`src/rtl/axi_frame_packer.sv`:
```
// Packs PACK_RATIO narrow samples per wide word (first sample in LSBs), tags frame ends with tlast,
// and only starts a frame while the downstream FIFO is not almost full. Optional flush: PACKER_FLUSH_EN.
`timescale 1ns/1ps
module axi_frame_packer #(
  parameter int IN_WIDTH   = 16,
  parameter int PACK_RATIO = 2,
  parameter int CNT_WIDTH  = 16
) (
  input  logic                           clk,
  input  logic                           reset_n,
  input  logic                           s_axis_tvalid,
  input  logic [IN_WIDTH-1:0]            s_axis_tdata,
  output logic                           s_axis_tready,
  input  logic [CNT_WIDTH-1:0]           frame_len,
  input  logic                           fifo_almost_full,
`ifdef PACKER_FLUSH_EN
  input  logic                           flush,
`endif
  output logic                           m_axis_tvalid,
  output logic [IN_WIDTH*PACK_RATIO-1:0] m_axis_tdata,
  output logic                           m_axis_tlast,
  input  logic                           m_axis_tready,
  output logic [CNT_WIDTH-1:0]           frame_count
);

  localparam int OUT_W  = IN_WIDTH * PACK_RATIO;
  localparam int LANE_W = (PACK_RATIO > 1) ? $clog2(PACK_RATIO) : 1;
  localparam logic [LANE_W-1:0] LAST_LANE = LANE_W'(PACK_RATIO - 1);

  typedef enum logic {HOLD, RUN} state_t;

  state_t               state_q, state_d;
  logic [LANE_W-1:0]    lane_q, lane_d;
  logic [CNT_WIDTH-1:0] word_cnt_q, word_cnt_d;
  logic [CNT_WIDTH-1:0] frame_len_q, frame_len_d;
  logic [CNT_WIDTH-1:0] frame_count_q, frame_count_d;
  logic [OUT_W-1:0]     acc_q, acc_d;
  logic [OUT_W-1:0]     buf0_q, buf0_d, buf1_q, buf1_d;
  logic [1:0]           last_q, last_d;
  logic [1:0]           occ_q, occ_d;

  logic             tready_int, accept, push, push_last, pop, word_done;
  logic [OUT_W-1:0] asm_word, push_data;
  logic             flush_req;

`ifdef PACKER_FLUSH_EN
  logic flush_pend_q, flush_pend_d;
  assign flush_req = flush || flush_pend_q;
`else
  assign flush_req = 1'b0;
`endif

  // Ready depends on registered state only, never on s_axis_tvalid.
  assign tready_int = (state_q == RUN) && (occ_q != 2'd2) && !flush_req;
  assign accept     = s_axis_tvalid && tready_int;
  assign word_done  = (word_cnt_q == (frame_len_q - CNT_WIDTH'(1)));
  assign pop        = (occ_q != 2'd0) && m_axis_tready;

  always_comb begin
    asm_word = acc_q;
    asm_word[int'(lane_q)*IN_WIDTH +: IN_WIDTH] = s_axis_tdata;
  end

  always_comb begin
    state_d     = state_q;
    lane_d      = lane_q;
    word_cnt_d  = word_cnt_q;
    frame_len_d = frame_len_q;
    acc_d       = acc_q;
    push        = 1'b0;
    push_data   = asm_word;
    push_last   = 1'b0;
`ifdef PACKER_FLUSH_EN
    flush_pend_d = flush_pend_q;
`endif
    case (state_q)
      HOLD: begin
        if (!fifo_almost_full) begin
          state_d     = RUN;
          frame_len_d = (frame_len == '0) ? CNT_WIDTH'(1) : frame_len;
        end
      end
      default: begin
        if (accept) begin
          if (lane_q == LAST_LANE) begin
            push       = 1'b1;
            push_last  = word_done;
            lane_d     = '0;
            acc_d      = '0;
            word_cnt_d = word_done ? '0 : word_cnt_q + CNT_WIDTH'(1);
            if (word_done) state_d = HOLD;
          end else begin
            lane_d = lane_q + LANE_W'(1);
            acc_d  = asm_word;
          end
        end
`ifdef PACKER_FLUSH_EN
        // Unused upper lanes of acc_q are already zero, so a partial word is zero-padded as is.
        if (flush_req) begin
          if ((lane_q != '0) || (word_cnt_q != '0)) begin
            if (occ_q != 2'd2) begin
              push         = 1'b1;
              push_data    = (lane_q != '0) ? acc_q : '0;
              push_last    = 1'b1;
              lane_d       = '0;
              word_cnt_d   = '0;
              acc_d        = '0;
              state_d      = HOLD;
              flush_pend_d = 1'b0;
            end else begin
              flush_pend_d = 1'b1;
            end
          end else begin
            lane_d       = '0;
            word_cnt_d   = '0;
            acc_d        = '0;
            state_d      = HOLD;
            flush_pend_d = 1'b0;
          end
        end
`endif
      end
    endcase
  end

  // Two-entry output skid; buf0 is always the head.
  always_comb begin
    buf0_d = buf0_q;
    buf1_d = buf1_q;
    last_d = last_q;
    occ_d  = occ_q;
    case ({push, pop})
      2'b10: begin
        if (occ_q == 2'd0) begin
          buf0_d    = push_data;
          last_d[0] = push_last;
        end else begin
          buf1_d    = push_data;
          last_d[1] = push_last;
        end
        occ_d = occ_q + 2'd1;
      end
      2'b01: begin
        buf0_d = buf1_q;
        buf1_d = '0;
        last_d = {1'b0, last_q[1]};
        occ_d  = occ_q - 2'd1;
      end
      2'b11: begin
        if (occ_q == 2'd1) begin
          buf0_d    = push_data;
          last_d[0] = push_last;
        end else begin
          buf0_d = buf1_q;
          buf1_d = push_data;
          last_d = {push_last, last_q[1]};
        end
      end
      default: ;
    endcase
    frame_count_d = frame_count_q + CNT_WIDTH'(pop && last_q[0]);
  end

  always_ff @(posedge clk or negedge reset_n) begin
    if (!reset_n) begin
      state_q       <= HOLD;
      lane_q        <= '0;
      word_cnt_q    <= '0;
      frame_len_q   <= CNT_WIDTH'(1);
      frame_count_q <= '0;
      acc_q         <= '0;
      buf0_q        <= '0;
      buf1_q        <= '0;
      last_q        <= '0;
      occ_q         <= '0;
    end else begin
      state_q       <= state_d;
      lane_q        <= lane_d;
      word_cnt_q    <= word_cnt_d;
      frame_len_q   <= frame_len_d;
      frame_count_q <= frame_count_d;
      acc_q         <= acc_d;
      buf0_q        <= buf0_d;
      buf1_q        <= buf1_d;
      last_q        <= last_d;
      occ_q         <= occ_d;
    end
  end

`ifdef PACKER_FLUSH_EN
  always_ff @(posedge clk or negedge reset_n) begin
    if (!reset_n) flush_pend_q <= 1'b0;
    else          flush_pend_q <= flush_pend_d;
  end
`endif

  assign s_axis_tready = tready_int;
  assign m_axis_tvalid = (occ_q != 2'd0);
  assign m_axis_tdata  = buf0_q;
  assign m_axis_tlast  = last_q[0];
  assign frame_count   = frame_count_q;

endmodule

```
`config.mk`:
```
export PLATFORM = sky130hd
export DESIGN_NAME = axi_frame_packer
export DESIGN_NICKNAME = d
export VERILOG_FILES = /design/src/rtl/axi_frame_packer.sv
export SDC_FILE = /design/constraint.sdc
export NUM_CORES = 1
export LEC_CHECK = 0
export CORE_ASPECT_RATIO = 0.7
export CORE_MARGIN = 1
export CORE_UTILIZATION = 47
export DETAILED_ROUTE_END_ITERATION = 10
export GPL_TIMING_DRIVEN = 0
export HOLD_SLACK_MARGIN = 0.06
export PLACE_DENSITY = 0.69
export SETUP_SLACK_MARGIN = 0.1
export SYNTH_ARGS = -nofsm -noshare
export SYNTH_HDL_FRONTEND = slang
export SYNTH_SLANG_ARGS = --single-unit
```
`constraint.sdc`:
```
create_clock -name clk -period 4.37 [get_ports clk]
set_clock_uncertainty 0.05 [all_clocks]
set_input_delay 0.874 -clock clk [delete_from_list [all_inputs] [get_ports clk]]
set_output_delay 0.874 -clock clk [all_outputs]
set_load 0.03 [all_outputs]
```
==> Word-level counts from Yosys, hierarchy flattened <==
Cells that the tools add are included.
{ "totals": {"reg_bits": 150, "out_inout_bits": 51, "wordCells": 73} }
{ "classes": {"addsub": 7, "n_eq_ne": 9, "n_shift": 2, "n_mux": 28, "bitwise_logic": 2, "n_reduce_logical": 14} }
{ "ops": {"columns": ["operator", "n"], "rows": [
  ["32-bit one-hot mux with 3 select lines", 2],
  ["32-bit 2-to-1 mux", 5],
  ["5-bit negation with 33-bit output", 1],
  ["16-bit by 33-bit variable shift with 32-bit output, first input constant", 1],
  ["16-bit by 33-bit variable part select with 32-bit output", 1],
  ["32-bit bitwise mux", 1],
  ["16-bit 2-to-1 mux", 2],
  ["16-bit by 1-bit adder with 16-bit output", 1],
  ["16-bit by 1-bit adder with 16-bit output, second input constant", 1],
  ["16-bit == test", 1],
  ["16-bit logical NOT", 1],
  ["1-bit 2-to-1 mux", 16],
  ["16-bit by 1-bit subtractor with 16-bit output, second input constant", 1],
  ["2-bit inequality test, second input constant", 4],
  ["2-bit one-hot mux with 3 select lines", 1],
  ["2-bit AND reduction", 3],
  ["3-bit AND reduction", 2],
  ["2-bit by 1-bit == test with 1-bit output, second input constant", 2],
  ["2-bit == test, second input constant", 2],
  ["1-bit logical AND", 4],
  ["2-bit one-hot mux with 2 select lines", 1],
  ["2-bit nonzero test", 2],
  ["3-bit nonzero test", 1],
  ["2-bit by 1-bit adder with 2-bit output, second input constant", 1],
  ["4 further kinds", 5]
]} }

==> Logic depth before layout (Yosys ltp) <==
Gate-level depths: netlist of the first run.
{ "depth": {"ltp_word": 8, "mapped_depth": 13, "depth_no_buf": 11} }

==> Worst setup path after synthesis of the first run <==
No wires, ideal clock.
{ "synth_timing": {"path_kind": "register to register", "from": "register frame_len_q[1]", "to": "register word_cnt_q[10]", "setup_ns": 0.119, "t_arrival_ns": 3.132, "required_ns": 4.201, "setup_slack_ns": 1.069, "stages_incl_launch_ff": 12, "path_cell_list": "dfrtp_1 -> inv_1 -> ha_1 -> or3b_1 -> clkbuf_1 -> or4_1 -> xnor2_1 -> or4_1 -> nor4_4 -> and2_4 -> buf_6 -> nor2_1"} }
{ "synth_via": {"elab_chain_cells": 3} }
{ "synth_lines": {"columns": ["element", "line", "rtl"], "rows": [
  ["start: declaration", "35", "logic [CNT_WIDTH-1:0] frame_len_q, frame_len_d;"],
  ["start signal: assignment", "180", "frame_len_q <= frame_len_d;"],
  ["16-bit by 1-bit subtractor with 16-bit output", "56", "assign word_done = (word_cnt_q == (frame_len_q - CNT_WIDTH'(1)));"],
  ["16-bit == test", "56", null],
  ["16-bit 2-to-1 mux", "90", "word_cnt_d = word_done ? '0 : word_cnt_q + CNT_WIDTH'(1);"],
  ["end signal: assignment", "179", "word_cnt_q <= word_cnt_d;"],
  ["end: declaration", "34", "logic [CNT_WIDTH-1:0] word_cnt_q, word_cnt_d;"]
]} }
No other way between the ends.
A chain may end at the register's enable or synchronous reset.

==> Final worst setup path of the first run <==
{ "layout_timing": {"from": "input port s_axis_tvalid", "to": "register buf0_q[23], in the netlist m_axis_tdata[23]"} }
{ "layout_via": {"elab_chain_cells": 6} }
{ "layout_lines": {"columns": ["element", "line", "rtl"], "rows": [
  ["start: declaration", "11", "input logic s_axis_tvalid,"],
  ["1-bit logical AND (*)", "55", "assign accept = s_axis_tvalid && tready_int;"],
  ["1-bit 2-to-1 mux (*)", "84", "if (accept) begin"],
  ["1-bit 2-to-1 mux (*)", "76", "case (state_q)"],
  ["2-bit == test or 2-bit by 1-bit == test with 1-bit output (tied branches)", "132", "case ({push, pop})"],
  ["2-bit inequality test (no source line) or 3-bit nonzero test (tied branches)", null, null],
  ["2-bit AND reduction (no source line)", null, null],
  ["end signal: assignment", "183", "buf0_q <= buf0_d;"],
  ["end: declaration", "38", "logic [OUT_W-1:0] buf0_q, buf0_d, buf1_q, buf1_d;"]
]} }
Every way passes the cells marked *; elsewhere a longest branch is shown, timed or not.

==> results of run 1 <==
-- cells by family (layout without fill, tap and decap cells) --
kind of cell               Yosys count  in the layout  synth area share, %
DFF                                150            150                51.27
adders and majority gates           11             11                1.879
AOI/OAI and AO/OA                  203            203                17.48
buffers and inverters               96            215                5.245
xor gates and xnor gates            44             44                5.262
and+or+nand+nor                    208            208                14.66
muxes                               29             29                4.203
-- metal layers --
metal / GRT usage, % / part of all wire [%] / routed length [µm] / vias up
li1: - / - / - / 2799
met1: 37.41 / 48 / 9083 / 2951
met2: 35.26 / 43 / 8110 / 188
met3: 7.597 / 7.6 / 1434 / 17
met4: 7.357 / 0.87 / 163 / 0
met5: 0 / 0 / 0 / -
-- area by class of cell --
type | instances | area, µm² | area share, %
Sequential cell | 150 | 3755 | 41.34
Multi-Input combinational cell | 495 | 3184 | 35.06
Timing Repair Buffer | 88 | 899.6 | 9.904
Clock buffer | 23 | 467.9 | 5.152
Tap cell | 195 | 244.0 | 2.686
Buffer | 48 | 205.2 | 2.259
Inverter | 48 | 180.2 | 1.983
Clock inverter | 8 | 147.6 | 1.625
-- stage by stage --
stage | util, % | cells
2_1_floorplan | - | 741
3_3_place_gp | 56.43 | 1023
3_5_place_dp | 56.62 | 1024
4_1_cts | 60.74 | 1055
5_1_grt | 60.75 | 1055
6_report | 60.75 | 1055
-- power breakdown --
group          total (mW)  switching, mW  internal, mW  leakage [nW]
combinational        2.45           1.55         0.900          1.81
sequential           2.09          0.268          1.82          1.91
clock                1.55          0.568         0.983         0.301
-- registers in the layout, indices dropped and copies added, names as in the netlist --
register / cells
acc_q: 32
buf1_q: 32
m_axis_tdata: 32
frame_count: 16
frame_len_q: 16
word_cnt_q: 16
last_q: 2
occ_q: 2
lane_q: 1
state_q: 1
-- cells in the final DEF (no fill, tap or decap), types with 8 or more instances in the layout --
master	n
nor3_1	8
mux2_2	14
clkdlybuf4s50_1	86
inv_1	47
a21boi_0	16
o31ai_1	34
nand3_1	19
o21ai_0	25
a21oi_1	77
clkbuf_1	45
nand2_1	68
dfrtp_1	149
a211oi_1	31
mux2i_1	15
xor2_1	20
clkbuf_16	17
and2_1	17
nor2_1	30
ha_1	11
nand2b_1	18
xnor2_1	24
-- worst max-delay path: stages --
cell and delay (ps):
clkdlybuf4s50_1 460, nand3_1 220, clkbuf_1 390, clkbuf_2 340, ha_1 190, clkbuf_1 320, a21oi_1 80, nor2_1 430
clkbuf_1 520, a211oi_1 210, a21oi_1 160
-- final timing paths --
kind,startpoint,end,slack [ps],cells past startpoint
max,s_axis_tvalid,m_axis_tdata[23],470,11
min,reset_n,frame_count[13],370,1
max reg2reg,frame_len_q[1],word_cnt_q[8],590,11
min reg2reg,frame_count[15],frame_count[15],420,1
max in group asynchronous,reset_n,frame_len_q[0],3030,2
min in group clk,frame_count[15],frame_count[15],420,1
==> results.ini, run 1 <==
[status]
outcome = complete, no violations

[timing]
final-setup-viol-count = 0
slew_viol_final = 0
whs_ps = 367.6
rsz0062_at_grt = no
worstMarginPinSlew_ps = 863.1
slew_headroom_pct = 42.25
timing.final.ws_setup_ps = 470.2
tns_ps = 0
hold_viol = 0
max_freq_mhz = 256.4
finalCriticalPeriod_ps = 3900
timing.final.crit_share_pct = 89.24

[finish]
layout-drive-gt1-share_pct = 7.209
num-fill-cells = 1282
syn2layout_area_growth_pct = 24.04
insertedDiodeCount = 0
fin_nets = 896
fin_area_um2 = 9084

[routing]
drt-vias-per-instance = 5.645
wl_um = 18790
wl_per_cell_um = 17.81
detail-route-antenna-nets = 0
via_count = 5955
dr.pass1.iters = 5
remaining_drc_errors = 0
drt-initial-drc-count = 511

[die]
die_h_um = 106.4
die_area_um2 = 16090
core-area_um2 = 14950
start_util_pct = 48.97
die_w_um = 151.2
ioPinCount = 88
fp-row-count = 37

[cts]
cts.sinks = 150
cts_root_buf = clkbuf_16
cts_hold_buf = 0
numCtsBuffers = 17
cts_tree = yes
cts.path.max_buffers = 2
clk_pin_slew_worst_paths_ps = 60
post-cts-setup-buffers = 0
post_cts_resized = 0
clk_latency_ps = 430
htreeDepth = 4

[yosys]
yosysUniqueCellTypes = 58
netlist_top_cells_count = dfrtp_1, a21oi_1, nand2_1
syn_inst = 741
yosysMostFrequentCell = dfrtp_1
synth_edf_count = 0
synthFlopType = dfrtp_1
synth_area_um2 = 7323
avgSynthCellArea_um2 = 9.883
yosys.area.top_type_share_pct = 50.91
synth.area.top_cells = dfrtp_1, a21oi_1, nand2_1
syn-num-nets = 789
yosysSeqAreaShare_pct = 51.27
ys_warn_count = 0
synthArstFlopShare_pct = 100.0
synth_seq_cells = 150
synth_area_leader_cell = dfrtp_1

[worst_setup_path]
worstSetupStartpointType = primary input
crit_required_ps = 4670
path_class = primary input to register
critPathMaxFanout = 11
cp.arrival_ps = 4200
crit_path_end_kind = register

[grt]
grt_max_degree = 88
track_usage_pct = 25.28
first_global_vias = 5939
grt_pass1_wl_um = 30880
grt.overflow.total = 0
grt_antenna_before_repair = 0

[pwr]
max-vdd-ir-drop_mv = 0.3844
p_leak_nw = 4.020
total_power_mw = 6.089
powerDensity_nw_per_um2 = 670.3

[placement]
port_buffers = 87
post_dp_cell_area_um2 = 8467
dpl.hpwl_um = 13730
gp_congestion = 0.8755
place_ws_ps = 31.23

[worst_hold_path]
hold_class = primary input to async pin

[flow_run]
cap_violations = 0

Power figures use the tool's default switching activity.
==> inputs of run 2 (changes only) <==
--- a/config.mk
+++ b/config.mk
@@ -13,6 +13,7 @@
 export HOLD_SLACK_MARGIN = 0.06
 export PLACE_DENSITY = 0.69
 export SETUP_SLACK_MARGIN = 0.1
+export SKIP_LAST_GASP = 1
 export SYNTH_ARGS = -nofsm -noshare
 export SYNTH_HDL_FRONTEND = slang
 export SYNTH_SLANG_ARGS = --single-unit
==> results of run 2 <==
Same layout as run 1: the final DEF is identical, and so are final timing and power.
==> inputs of run 3 (changes only) <==
--- a/config.mk
+++ b/config.mk
@@ -9,9 +9,9 @@
 export CORE_MARGIN = 1
 export CORE_UTILIZATION = 47
 export DETAILED_ROUTE_END_ITERATION = 10
+export DONT_BUFFER_PORTS = 1
 export GPL_TIMING_DRIVEN = 0
 export HOLD_SLACK_MARGIN = 0.06
-export PLACE_DENSITY = 0.69
 export SETUP_SLACK_MARGIN = 0.1
 export SKIP_LAST_GASP = 1
 export SYNTH_ARGS = -nofsm -noshare
==> constraint.sdc (replaced) <==
create_clock -name clk -period 3.5 [get_ports clk]
set_clock_uncertainty 0.05 [all_clocks]
set_input_delay 0.7 -clock clk [delete_from_list [all_inputs] [get_ports clk]]
set_output_delay 0.7 -clock clk [all_outputs]
set_load 0.03 [all_outputs]
==> results.ini, run 3 (synthesis gave the netlist of run 1 again) <==
[worst_setup_path]
cp.arrival_ps = 3580
r2r_cells = 9
cpPeakStageDelay_ps = 630
cp_cell_sequence = buf_6 -> or4_1 -> or4_4 -> xnor2_1 -> or4_4 -> nor4_4 -> buf_4 -> nor4b_1 -> a211o_1
crit_top_cell = or4_4
crit_family = simple AND/OR/NAND/NOR gates
reg2reg_setup_slack_ps = 180
crit_path_end_kind = register
critPathMaxFanout = 9
worstSetupStartpointType = register
r2r-start = frame_len_q[4]
crit_required_ps = 3760
path_class = register to register
cp_slowest_cell = or4_1
rr_endpoint = word_cnt_q[2]
critPathBufInv = 2

[routing]
drt-initial-drc-count = 453
dr.pass1.iters = 8
detail-route-antenna-nets = 0
drt-vias-per-instance = 5.784
wl_per_cell_um = 18.64
wl_um = 18160
via_count = 5634
remaining_drc_errors = 0

[pwr]
max-vdd-ir-drop_mv = 0.5116
powerDensity_nw_per_um2 = 861.8
p_leak_nw = 3.773

[timing]
tns_ps = 0
whs_ps = -83.93
max_freq_mhz = 301.2
final-setup-viol-count = 0
slew_headroom_pct = 40.91
worstMarginPinSlew_ps = 883.2
finalCriticalPeriod_ps = 3321
timing.final.ws_setup_ps = 179.5
timing.final.crit_share_pct = 94.87
hold_viol = 149
slew_viol_final = 0
rsz0062_at_grt = yes

[status]
violations = negative hold slack
outcome = complete, but fails checks

[die]
ioPinCount = 88
die_h_um = 106.4
die_w_um = 151.2
start_util_pct = 48.97
die_area_um2 = 16090
core-area_um2 = 14950
fp-row-count = 37

[grt]
grt_antenna_before_repair = 0
grt.overflow.total = 0
grt_pass1_wl_um = 29260
first_global_vias = 5365
track_usage_pct = 24.29
grt_max_degree = 151

[finish]
fin_util_pct = 55.83
layout-drive-gt1-share_pct = 12.07
syn2layout_area_growth_pct = 13.99
final_cell_mix = dfrtp_1, a21oi_1, nand2_1
fin_cells = 974
fin_nets = 816
final_common_cell = dfrtp_1
insertedDiodeCount = 0

[cts]
cts_tree = yes
cts.path.max_buffers = 2
htreeDepth = 4
numCtsBuffers = 17
clk_pin_slew_worst_paths_ps = 60
cts.sinks = 150
clk_latency_ps = 430
cts_root_buf = clkbuf_16

[worst_hold_path]
hold_class = primary input to async pin

[placement]
dpl.hpwl_um = 13130
dp.cells = 936
gp_congestion = 0.8716
port_buffers = 0
place_ws_ps = -666.2

[flow_run]
cap_violations = 0

[run 3: cell types whose count changed in the layout (fill, tap and decap cells not counted), moves of 9 or more]
cell             previous run  this run
clkbuf_1                   45        33
clkbuf_2                    1        11
clkdlybuf4s50_1            86         0
buf_4                       0         9
[run 3: worst register-to-register path, stage by stage, from the launching register on]
cell	delay (ps)
dfrtp_1	370
buf_6	140
or4_1	630
or4_4	550
xnor2_1	140
or4_4	550
nor4_4	250
buf_4	200
nor4b_1	60
a211o_1	270
[run 3: cell type report]
class,instances,area (µm²)
sequential,150,3755
clock inverter,9,201.4
fill,1320,6605
inverter,48,183.9
tap,195,244.0
buffer,48,229.0
multi-input combinational,495,3234
clock buffer,21,440.4
timing repair buffer,8,60.06
[run 3: timing repair]
action / in CTS / in global routing
hold endpoints to repair: 149 / 149
gates resized for setup: 15 / 24
buffers inserted: 3 / 5
endpoints found under the setup margin: 83 / 78
pin swaps: 1 / 1
[run 3: power breakdown]
group	switching (mW)	leakage (nW)	internal (mW)
Clock	0.690	0.307	1.33
Sequential	0.823	1.91	2.27
Combinational	1.34	1.56	0.743
Total	2.85	3.77	4.34
[run 3: worst max path at each step]
stage                         startpoint               end  slack, ps  cells after the start
after floorplan           frame_len_q[1]    word_cnt_q[10]        200                     11
after global placement          occ_q[0]  m_axis_tdata[26]       -630                     13
after detailed placement        occ_q[0]  m_axis_tdata[26]       -670                     13
after CTS                       occ_q[0]  m_axis_tdata[26]         -1                     13
after global routing            occ_q[0]  m_axis_tdata[26]         70                     13
final                     frame_len_q[4]     word_cnt_q[2]        180                      9
[run 3: through the flow]
stage | hold slack, ps | power [mW] | cell area (µm²)
detailed placement | 357.1 | 5.118 | 7567
floorplan | 354.4 | 4.502 | 7323
global placement | 357.6 | 5.040 | 7567
finish | -83.93 | 7.194 | 8348
CTS | -94.69 | 7.187 | 8260
global route | -105.2 | 7.654 | 8348
[run 3: per-layer routing]
| metal | wire, µm | part of all wire, % | track usage (%) |
|---|---|---|---|
| met1 | 8937 | 49 | 37.32 |
| met2 | 7316 | 40 | 30.79 |
| met3 | 1652 | 9.1 | 9.056 |
| met4 | 253 | 1.4 | 7.214 |
| met5 | 0 | 0 | 0 |
